## src/rtl/misc_sequencer.sv

```systemverilog
// Round-robin sequencer that time-shares one external Misc datapath between NREQ requesters.
// Define MISC_SEQ_STATS_EN to add the OP_COUNT handshake counter and the BUSY flag.
module misc_sequencer #(
    parameter int NREQ = 2,
    parameter int IDW  = 1
) (
    input  logic                CLK,
    input  logic                RST,
    input  logic [NREQ-1:0]     REQ_VALID,
    output logic [NREQ-1:0]     REQ_READY,
    input  logic [NREQ*8-1:0]   REQ_A,
    input  logic [NREQ*4-1:0]   REQ_B,
    input  logic [NREQ*8-1:0]   REQ_C,
    output logic [7:0]          DP_A,
    output logic [3:0]          DP_B,
    output logic [7:0]          DP_C,
    input  logic [7:0]          DP_X1,
    input  logic [7:0]          DP_X2,
    output logic                RES_VALID,
    input  logic                RES_READY,
    output logic [IDW-1:0]      RES_ID,
    output logic [7:0]          RES_X1,
    output logic [7:0]          RES_X2,
`ifdef MISC_SEQ_STATS_EN
    output logic [15:0]         OP_COUNT,
    output logic                BUSY,
`endif
    output logic [1:0]          dbg_state
);
    // Handshakes: a request transfers on a cycle where REQ_VALID[i] and REQ_READY[i] are both
    // high; a result transfers on a cycle where RES_VALID and RES_READY are both high.
    typedef enum logic [1:0] {IDLE = 2'd0, EXEC = 2'd1, RESP = 2'd2} state_t;

    state_t          state_q, state_d;
    logic [IDW-1:0]  rr_ptr_q, rr_ptr_d;
    logic [7:0]      op_a_q, op_a_d;
    logic [3:0]      op_b_q, op_b_d;
    logic [7:0]      op_c_q, op_c_d;
    logic [IDW-1:0]  op_id_q, op_id_d;
    logic [IDW-1:0]  res_id_q, res_id_d;
    logic [7:0]      res_x1_q, res_x1_d;
    logic [7:0]      res_x2_q, res_x2_d;
    logic            grant_found;
    logic [IDW-1:0]  grant_idx;
    logic [IDW-1:0]  cand_idx;

    // Scan from rr_ptr upward, wrapping modulo NREQ; the first valid requester wins.
    always_comb begin
        grant_found = 1'b0;
        grant_idx   = '0;
        cand_idx    = '0;
        for (int k = 0; k < NREQ; k++) begin
            cand_idx = IDW'((int'(rr_ptr_q) + k) % NREQ);
            if (!grant_found && REQ_VALID[cand_idx]) begin
                grant_found = 1'b1;
                grant_idx   = cand_idx;
            end
        end
    end

    always_comb begin
        state_d   = state_q;
        rr_ptr_d  = rr_ptr_q;
        op_a_d    = op_a_q;
        op_b_d    = op_b_q;
        op_c_d    = op_c_q;
        op_id_d   = op_id_q;
        res_id_d  = res_id_q;
        res_x1_d  = res_x1_q;
        res_x2_d  = res_x2_q;
        REQ_READY = '0;
        case (state_q)
            IDLE: begin
                if (grant_found) begin
                    for (int i = 0; i < NREQ; i++) begin
                        if (IDW'(i) == grant_idx) begin
                            REQ_READY[i] = 1'b1;
                            op_a_d       = REQ_A[8*i +: 8];
                            op_b_d       = REQ_B[4*i +: 4];
                            op_c_d       = REQ_C[8*i +: 8];
                        end
                    end
                    op_id_d  = grant_idx;
                    rr_ptr_d = IDW'((int'(grant_idx) + 1) % NREQ);
                    state_d  = EXEC;
                end
            end
            EXEC: begin
                res_x1_d = DP_X1;
                res_x2_d = DP_X2;
                res_id_d = op_id_q;
                state_d  = RESP;
            end
            RESP: begin
                if (RES_READY) begin
                    state_d = IDLE;
                end
            end
            default: state_d = IDLE;
        endcase
    end

    always_ff @(posedge CLK) begin
        if (RST) begin
            state_q  <= IDLE;
            rr_ptr_q <= '0;
            op_a_q   <= '0;
            op_b_q   <= '0;
            op_c_q   <= '0;
            op_id_q  <= '0;
            res_id_q <= '0;
            res_x1_q <= '0;
            res_x2_q <= '0;
        end else begin
            state_q  <= state_d;
            rr_ptr_q <= rr_ptr_d;
            op_a_q   <= op_a_d;
            op_b_q   <= op_b_d;
            op_c_q   <= op_c_d;
            op_id_q  <= op_id_d;
            res_id_q <= res_id_d;
            res_x1_q <= res_x1_d;
            res_x2_q <= res_x2_d;
        end
    end

    // Operand registers only change on accept, so DP_* hold their last value outside EXEC.
    assign DP_A      = op_a_q;
    assign DP_B      = op_b_q;
    assign DP_C      = op_c_q;
    assign RES_VALID = (state_q == RESP);
    assign RES_ID    = res_id_q;
    assign RES_X1    = res_x1_q;
    assign RES_X2    = res_x2_q;
    assign dbg_state = state_q;

`ifdef MISC_SEQ_STATS_EN
    logic [15:0] op_count_q, op_count_d;

    always_comb begin
        op_count_d = op_count_q;
        if (RES_VALID && RES_READY) begin
            op_count_d = op_count_q + 16'd1;
        end
    end

    always_ff @(posedge CLK) begin
        if (RST) begin
            op_count_q <= '0;
        end else begin
            op_count_q <= op_count_d;
        end
    end

    assign OP_COUNT = op_count_q;
    assign BUSY     = (state_q != IDLE);
`endif

endmodule

```

## config.mk

```make
export PLATFORM = sky130hd
export DESIGN_NAME = misc_sequencer
export DESIGN_NICKNAME = d
export VERILOG_FILES = /design/src/rtl/misc_sequencer.sv
export SDC_FILE = /design/constraint.sdc
export NUM_CORES = 1
export LEC_CHECK = 0
export ABC_AREA = 1
export CAP_MARGIN = 30
export CORE_MARGIN = 4
export CORE_UTILIZATION = 41
export CTS_CLUSTER_SIZE = 16
export DETAILED_ROUTE_END_ITERATION = 6
export GPL_ROUTABILITY_DRIVEN = 0
export GPL_TIMING_DRIVEN = 1
export PLACE_DENSITY_LB_ADDON = 0.1
export SYNTH_ARGS = -nofsm -noshare
export SYNTH_HDL_FRONTEND = slang
export SYNTH_SLANG_ARGS = --single-unit
```

## constraint.sdc

```tcl
create_clock -name CLK -period 3.3 [get_ports CLK]
set_clock_uncertainty 0.05 [all_clocks]
set_input_delay 0.33 -clock CLK [delete_from_list [all_inputs] [get_ports CLK]]
set_output_delay 0.33 -clock CLK [all_outputs]
set_load 0.01 [all_outputs]
```

==> results by group, run 1 <==
Critical path
  • Reg-to-reg startpoint: dbg_state[0]
  • Critical Path AT: 1990 ps
  • Slowest stage cell, crit path: clkdlybuf4s50_1
  • Startpoint types: input port
  • Critical path's top delay family: buffers and inverters
  • Max stage delay on crit path: 560 ps
  • CP Buf/Inv Count: 4
  • Crit. End Element: output port
  • Cell Chain, Critical Path: clkdlybuf4s50_1, inv_2, a21oi_4, nand2_1, inv_1, clkdlybuf4s50_1
  • Most frequent CP cell: clkdlybuf4s50_1
  • CP startpoint: REQ_VALID[0]
  • Critical path class: input port to output port
  • Critical Path RT: 2920 ps
  • Worst-path fanout max: 15

Synth
  • Post-synth ARST share: 0
  • Ys Warns: 0
  • Largest area contributor in the netlist: dfxtp_1
  • Most instantiated cells after synthesis: nand2_1 (47), dfxtp_1 (41), nand3_1 (41)
  • Yosys reg bits: 41
  • Post-synthesis mux area share: 0
  • Number of distinct library cells after synthesis: 17
  • Post-Syn Instances: 262
  • Top cell type's share of synthesized area: 0.450
  • Most common cell in the netlist: nand2_1
  • Synth Area in Compound Gates: 0.0851
  • Area contributors post-synth: dfxtp_1 (45%), nand3_1 (11%), nand2_1 (9.7%)
  • Sequential-to-total area share from yosys stat: 0.450
  • Post-synthesis xor/xnor area fraction: 0
  • Synth Area in Adders: 0
  • Mapped Area: 1820 um^2
  • Largest family of logic cells by synthesized area: simple AND/OR/NAND/NOR gates
  • Simple-Gate Fraction of Synth Area: 0.340
  • EDFF count, synth: 0
  • Syn_nets: 323
  • Post-Syn Area per Cell: 6.96 um^2
  • Top FF cell, synth: dfxtp_1

Clock tree
  • H-tree Lvls: 2
  • Worst skew pair latency: 300 ps
  • CTS tree: built
  • Hold_buf cts: 0
  • Max Buffers Root-to-Sink: 2
  • Post_cts resized: 0
  • TritonCTS Buffers: 5
  • Root Buffer: clkbuf_8
  • CTS clk-pin slew, worst paths: 80 ps
  • Setup Fix Bufs, Post-CTS: 0
  • Clk sinks: 41

Cells and area
  • Finished Cell Area: 2970 um^2
  • Nets: 420
  • P&R area growth vs syn: 62.9%
  • Layout cells sized above 1: 0.0528
  • Diodes inserted: 0
  • # fillers: 375
  • Flip-flop and latch area: 821 um^2
  • Multi-input gate area: 776 um^2
  • Post-route non-filler standard cell count: 410
  • Utilization after layout: 0.716

Route
  • Via density: 4.85
  • Initial drt markers: 69
  • DR WL/cell: 12.7 um
  • Vias post-DR: 1988
  • DRC Markers: 0
  • Initial DRT Pass Iterations: 4
  • Number of routed nets with antenna violations: 0
  • Routed WL: 5.19 mm

Global routing
  • Initial antenna violation count: 0
  • First-pass GRT wire length: 8.16 mm
  • Largest net degree at the start of global routing: 33
  • Vias in the first global route: 1827
  • Total track usage: 0.191
  • GR Overflow Total: 0

STA
  • Max-slew violation count: 0
  • Unrepaired setup endpoints after global routing: no
  • Fin worst setup slack: 926 ps
  • Period utilization: 0.720
  • Final hold vios: 0
  • Peak Freq: 421 MHz
  • Fin Hold WS: 417 ps
  • Final Setup Violations: 0
  • Min cycle time layout: 2370 ps
  • Worst rel slew slack: 0.618
  • Measured slew at the worst slew-check pin: 572 ps
  • Setup tns final: 0 ps

Status
  • Status: finished, final reports clean

Power and ir drop
  • Net switching power: 0.377 mW
  • Leakage: 1.33 nW
  • Switching share of power: 0.276
  • Reg power frac: 0.416
  • Total power: 1.37 mW
  • Peak VDD IR: 275 uV
  • Logic pwr share: 0.273
  • Power density over cell area: 461 nW/um^2
  • Clk pwr share: 0.311
  • Cell internal pwr: 0.991 mW

Place
  • Dpl cells: 402
  • Dpl cell area: 2850 um^2
  • Port Buffers: 102
  • Dpl ws: 915 ps
  • Hpwl dp: 3.81 mm

Die
  • Width of the die: 74.7 um
  • Io pins: 103
  • Core area: 4140 um^2
  • DIE AREA: 5580 um^2
  • Rows: 23
  • Starting Density: 0.440
  • Die height: 74.7 um

Run
  • Maxcap violations: 0

Min path
  • Hold Path Class: flop to flop
  • HP Start: DP_C[0]
-- placed cells by master, fill, tap and decap left out, drive strengths merged --
cell type        n
clkdlybuf4s50  102
a21oi           10
inv             35
nand4           14
buf              5
nand2           47
nand3           41
nor2            39
dfxtp           41
bufinv           1
o21ai           18
clkbuf           6
clkinvlp         1
-- state kept, by name, indices dropped and copies added, names as in the netlist --
name / flops
DP_B: 4
DP_A: 8
rr_ptr_q: 1
RES_X1: 8
RES_X2: 8
op_id_q: 1
dbg_state: 2
RES_ID: 1
DP_C: 8
-- worst min-delay path, delay by kind of cell (launching register included) --
family,cells,cell delay [ps]
simple gates,1,60
compound gates,1,50
flops,1,310
-- worst paths after layout --
kind / end / slack [ps] / depth (start not counted)
worst max-delay path: REQ_READY[0] / 930 / 6
worst min-delay path: DP_C[0] / 420 / 2
worst max register to register: DP_A[3] / 1720 / 8
worst min register to register: DP_C[0] / 420 / 2
-- area by class of cell --
| class | instances | area share |
|---|---|---|
| clock buffer | 6 | 0.0278 |
| clock inverter | 2 | 0.0126 |
| inverter | 35 | 0.0442 |
| multi-input combinational | 169 | 0.261 |
| sequential | 41 | 0.276 |
| tap | 50 | 0.0211 |
| timing repair buffer | 107 | 0.357 |
-- cell families after synthesis --
group,after synthesis
DFF,41
AOI/OAI and AO/OA,28
buffers and inverters,52
and+or+nand+nor,141
-- power by group through the flow --
stage | clock [mW] | combinational (mW) | sequential [mW]
finish | 0.426 | 0.373 | 0.569
CTS | 0.439 | 0.377 | 0.569
detailed placement | 0 | 0.376 | 0.581
floorplan | 0 | 0.157 | 0.602
global placement | 0 | 0.372 | 0.579
global route | 0.460 | 0.413 | 0.575
-- layer usage --
layer,up-vias,track usage,share of wire
met5,-,0,0
met4,0,0.0751,0.015
met3,8,0.0721,0.10
met2,84,0.315,0.48
met1,864,0.225,0.40
li1,1032,-,-
(Power assumes the default switching activity.)
==> run 2: changes to the inputs <==
Settings changed: CORE_UTILIZATION 41 to 34.
Clock period 3.3 ns to 2.01 ns, I/O delays scaled along.
==> run 2 against run 1 <==
Sequential power grew 64%. Non-clock buffer count grew 4. Combinational power grew 68%. Critical path depth unchanged. Register-to-register slack worse by 1100 ps. Via count increased by 0.10%.
==> results by group, run 2 (synthesis gave the netlist of run 1 again) <==
Status
  • Status: finished, final reports clean

Cells and area
  • Post-route non-filler standard cell count: 433 (+5.6%)
  • Utilization after layout: 0.586 (-0.130)
  • Commonest non-fill, non-tap cell in the layout: clkdlybuf4s50_1
  • Most frequent cells in the layout: clkdlybuf4s50_1 (102), nand2_1 (47), dfxtp_1 (41), nand3_1 (41), nor2_1 (37)
  • Diodes inserted: 0 (unchanged)
  • P&R area growth vs syn: 65.3%
  • Nets: 424 (+0.95%)
  • Flip-flop and latch area: 821 um^2 (unchanged)
  • Finished Cell Area: 3010 um^2 (+1.5%)
  • Layout cells sized above 1: 0.0606 (+0.00783)
  • # fillers: 543 (+45%)
  • Multi-input gate area: 781 um^2 (+0.65%)

STA
  • Final Setup Violations: 0 (unchanged)
  • Final hold vios: 0 (unchanged)
  • Unrepaired setup endpoints after global routing: no
  • Max-slew violation count: 0 (unchanged)
  • Setup tns final: 0 ps (unchanged)
  • Peak Freq: 533 MHz
  • Measured slew at the worst slew-check pin: 903 ps (+331 ps)
  • Worst rel slew slack: 0.397 (-0.220)
  • Period utilization: 0.933
  • Min cycle time layout: 1880 ps
  • Fin worst setup slack: 134 ps (-792 ps)

Global routing
  • Initial antenna violation count: 0 (unchanged)
  • Vias in the first global route: 1906 (+4.3%)
  • GR Overflow Total: 0 (unchanged)
  • Largest net degree at the start of global routing: 32 (-3.0%)
  • First-pass GRT wire length: 8.61 mm (+5.5%)
  • Total track usage: 0.167 (-0.0241)

Route
  • Initial DRT Pass Iterations: 4 (unchanged)
  • Initial drt markers: 93 (+35%)
  • DRC Markers: 0 (unchanged)
  • Vias post-DR: 1990 (+0.10%)
  • Via density: 4.60 (-5.2%)
  • Routed WL: 5.26 mm (+1.3%)
  • Number of routed nets with antenna violations: 0 (unchanged)
  • DR WL/cell: 12.1 um (-4.1%)

Clock tree
  • CTS clk-pin slew, worst paths: 80 ps (about the same)
  • CTS tree: built
  • Worst skew pair latency: 290 ps (about the same)
  • Post_cts resized: 0 (unchanged)
  • TritonCTS Buffers: 5 (unchanged)
  • Max Buffers Root-to-Sink: 2 (unchanged)
  • Hold_buf cts: 0 (unchanged)
  • Clk sinks: 41 (unchanged)
  • Root Buffer: clkbuf_8
  • Setup Fix Bufs, Post-CTS: 0 (unchanged)
  • H-tree Lvls: 2 (unchanged)

Place
  • Dpl cells: 426 (+6.0%)
  • Dpl cell area: 2900 um^2 (+1.9%)
  • Dpl ws: 137 ps (-778 ps)
  • Hpwl dp: 3.79 mm (-0.53%)
  • Port Buffers: 102 (unchanged)

Power and ir drop
  • Leakage: 1.35 nW (+1.3%)
  • Power density over cell area: 728 nW/um^2 (+58%)
  • Peak VDD IR: 337 uV (+22%)

Critical path
  • Critical Path AT: 1630 ps (-360 ps)
  • FF-to-FF path depth: 7 (-1)
  • Critical path class: input port to output port
  • Worst-path fanout max: 4 (-11)
  • Crit. End Element: output port
  • Critical Path RT: 1760 ps (-1160 ps)
  • Startpoint types: input port

Min path
  • Hold Path Class: flop to flop
  • Hold path depth: 2 (unchanged)

Run
  • Maxcap violations: 0 (unchanged)

Die
  • Width of the die: 81.2 um (+8.8%)
  • Die height: 81.2 um (+8.8%)
  • DIE AREA: 6600 um^2 (+18%)
  • Starting Density: 0.355 (-0.0852)
  • Rows: 26 (+13%)
  • Io pins: 103 (unchanged)
  • Core area: 5140 um^2 (+24%)
[run 2: changes by cell type in the layout (fill, tap and decap cells not counted), sizes merged]
| cell | delta |
|---|---|
| buf | +4 |
| clkinvlp | -1 |
| clkbuf | -1 |
| clkinv | +1 |
[run 2: worst max-delay path, stage by stage]
cell             delay, ps
clkdlybuf4s50_1        560
inv_2                   60
a21oi_4                110
nand2_1                 80
inv_1                   70
clkdlybuf4s50_1        530
[run 2: path summary, 6_finish.rpt]
check,startpoint,endpoint,slack (ps)
hold reg to reg,op_id_q,op_id_q,410
setup / recovery,REQ_VALID[0],REQ_READY[0],130
setup reg to reg,rr_ptr_q,DP_A[5],650
hold / removal,op_id_q,op_id_q,410
[run 2: routing by layer]
metal  track usage  share of wire  up-vias
li1              -              -     1040
met1         0.197           0.44      882
met2         0.284           0.47       62
met3        0.0521          0.084        6
met4        0.0608          0.010        0
met5             0              0        -
[run 2: per-stage QoR]
| step | hold WS, ps | total power, mW |
|---|---|---|
| finish | 414 | 2.19 |
| global route | 434 | 2.33 |
| CTS | 416 | 2.23 |
| detailed placement | 404 | 1.58 |
| global placement | 404 | 1.58 |
| floorplan | 316 | 1.25 |
[run 2: area by class of cell]
type | instances | share of cell area
timing repair buffer | 111 | 0.361
sequential | 41 | 0.272
multi-input combinational | 169 | 0.259
inverter | 35 | 0.0436
tap | 70 | 0.0291
clock buffer | 5 | 0.0228
clock inverter | 2 | 0.0116
[run 2: power by group]
part | switching, mW | internal [mW] | total (mW)
clock | 0.271 | 0.361 | 0.632
combinational | 0.285 | 0.341 | 0.626
sequential | 0.0419 | 0.893 | 0.935
total | 0.598 | 1.59 | 2.19
==> run 3: changes to the inputs <==
Settings changed: CORE_UTILIZATION 34 to 41.
Clock period 2.01 ns to 2.4 ns, I/O delays scaled along.
==> run 3 against run 2 <==
Via count down 1.2%. Critical path depth down 1. Combinational power down 17%. Power down 19%. Register-to-register slack better by 240 ps. Highest routed layer unchanged. Design area down 1.2%. Setup slack better by 240 ps. Worst hold slack better by 1.1 ps. Largest cell class unchanged.
==> results by group, run 3 (synthesis gave the netlist of run 1 again) <==
Status
  • Status: finished, final reports clean

Clock tree
  • Hold_buf cts: 0 (unchanged)
  • Post_cts resized: 0 (unchanged)
  • Clk sinks: 41 (unchanged)
  • Root Buffer: clkbuf_8
  • CTS clk-pin slew, worst paths: 80 ps (about the same)
  • Max Buffers Root-to-Sink: 2 (unchanged)
  • CTS tree: built
  • Worst skew pair latency: 290 ps (about the same)
  • H-tree Lvls: 2 (unchanged)
  • Setup Fix Bufs, Post-CTS: 0 (unchanged)
  • TritonCTS Buffers: 5 (unchanged)

Global routing
  • Initial antenna violation count: 0 (unchanged)
  • GR Overflow Total: 0 (unchanged)
  • Total track usage: 0.178 (+0.0115)
  • Largest net degree at the start of global routing: 32 (unchanged)
  • First-pass GRT wire length: 7.68 mm (-11%)
  • Vias in the first global route: 1755 (-7.9%)

STA
  • Fin Hold WS: 415 ps (+1.11 ps)
  • Period utilization: 0.845
  • Worst rel slew slack: 0.456 (+0.0584)
  • Peak Freq: 493 MHz
  • Max-slew violation count: 0 (unchanged)
  • Unrepaired setup endpoints after global routing: no
  • Setup tns final: 0 ps (unchanged)
  • Final Setup Violations: 0 (unchanged)
  • Min cycle time layout: 2030 ps
  • Final hold vios: 0 (unchanged)
  • Measured slew at the worst slew-check pin: 816 ps (-87.5 ps)

Critical path
  • Cell Chain, Critical Path: nor2_2, buf_4, nand2_1, inv_1, clkdlybuf4s50_1
  • Critical Path AT: 1740 ps (+110 ps)
  • Max stage delay on crit path: 530 ps (-30 ps)
  • Slowest stage cell, crit path: clkdlybuf4s50_1
  • CP Buf/Inv Count: 3 (-1)
  • Critical Path RT: 2110 ps (+350 ps)
  • Startpoint types: flop
  • Critical path class: flop to output port
  • Worst-path fanout max: 16 (+12)
  • Critical path's top delay family: buffers and inverters
  • Crit. End Element: output port

Die
  • DIE AREA: 5580 um^2 (-15%)
  • Starting Density: 0.440 (+0.0852)
  • Width of the die: 74.7 um (-8.1%)
  • Core area: 4140 um^2 (-19%)
  • Rows: 23 (-12%)
  • Die height: 74.7 um (-8.1%)
  • Io pins: 103 (unchanged)

Min path
  • Hold Path Class: flop to flop

Power and ir drop
  • Leakage: 1.34 nW (-0.32%)
  • Peak VDD IR: 350 uV (+4.0%)
  • Power density over cell area: 597 nW/um^2 (-18%)
  • Total power: 1.78 mW (-19%)

Route
  • Post-Route M1 WL: 2.11 mm (-8.7%)
  • Routed WL: 4.98 mm (-5.3%)
  • DRC Markers: 0 (unchanged)
  • Initial drt markers: 83 (-11%)
  • Initial DRT Pass Iterations: 4 (unchanged)
  • Number of routed nets with antenna violations: 0 (unchanged)
  • Wire length on met3: 444 um (+0.91%)
  • DR WL/cell: 12.0 um (-0.94%)
  • Vias post-DR: 1966 (-1.2%)
  • Via density: 4.75 (+3.3%)
  • Met2 wire len: 2.38 mm (-3.1%)
  • Top layer in use: met4

Place
  • Dpl cell area: 2880 um^2 (-0.86%)
  • Port Buffers: 102 (unchanged)
  • Dpl cells: 406 (-4.7%)
  • Hpwl dp: 3.74 mm (-1.5%)

Cells and area
  • Finished Cell Area: 2980 um^2 (-1.2%)
  • Diodes inserted: 0 (unchanged)
  • Most frequent cells in the layout: clkdlybuf4s50_1 (102), nand2_1 (47), dfxtp_1 (41), nand3_1 (41), nor2_1 (37)
  • P&R area growth vs syn: 63.2%
  • Post-route non-filler standard cell count: 414 (-4.4%)
  • Layout cells sized above 1: 0.0632 (+0.00258)
  • Nets: 424 (unchanged)
  • Commonest non-fill, non-tap cell in the layout: clkdlybuf4s50_1

Run
  • Maxcap violations: 0 (unchanged)
-- run 3: per-layer routing --
| layer | vias up | GRT usage |
|---|---|---|
| li1 | 1037 | - |
| met4 | 0 | 0.0514 |
| met3 | 5 | 0.0708 |
| met5 | - | 0 |
| met1 | 864 | 0.206 |
| met2 | 60 | 0.306 |
-- run 3: metrics by stage --
step | utilization | setup WS, ps
after floorplan | - | 1180
after global placement | 0.695 | 467
after detailed placement | 0.695 | 455
after CTS | 0.718 | 364
after global routing | 0.718 | 276
final | 0.718 | 372
-- run 3: worst paths after layout --
kind / from / end / slack, ps / cells after the start
min: op_id_q / op_id_q / 420 / 2
max: dbg_state[0] / REQ_READY[0] / 370 / 5
min reg2reg: op_id_q / op_id_q / 420 / 2
max reg2reg: dbg_state[0] / DP_A[2] / 890 / 8
-- run 3: where the power goes --
group / leakage (nW) / switching, mW / internal [mW]
Sequential: 0.338 / 0.0358 / 0.748
Combinational: 0.954 / 0.236 / 0.285
Clock: 0.0512 / 0.238 / 0.233
Total: 1.34 / 0.510 / 1.27
-- run 3: tightest hold or removal path: cells and delay by family (launching register included) --
family	cells	cell delay (ps)
flops	1	320
simple gates	1	60
compound gates	1	50
-- run 3: layout make-up --
cell class                 instances  area (um^2)
tap                               50         62.6
inverter                          35          131
timing repair buffer             111         1090
clock inverter                     2         13.8
multi-input combinational        169          776
clock buffer                       6         82.6
sequential                        41          821
fill                             371         1170
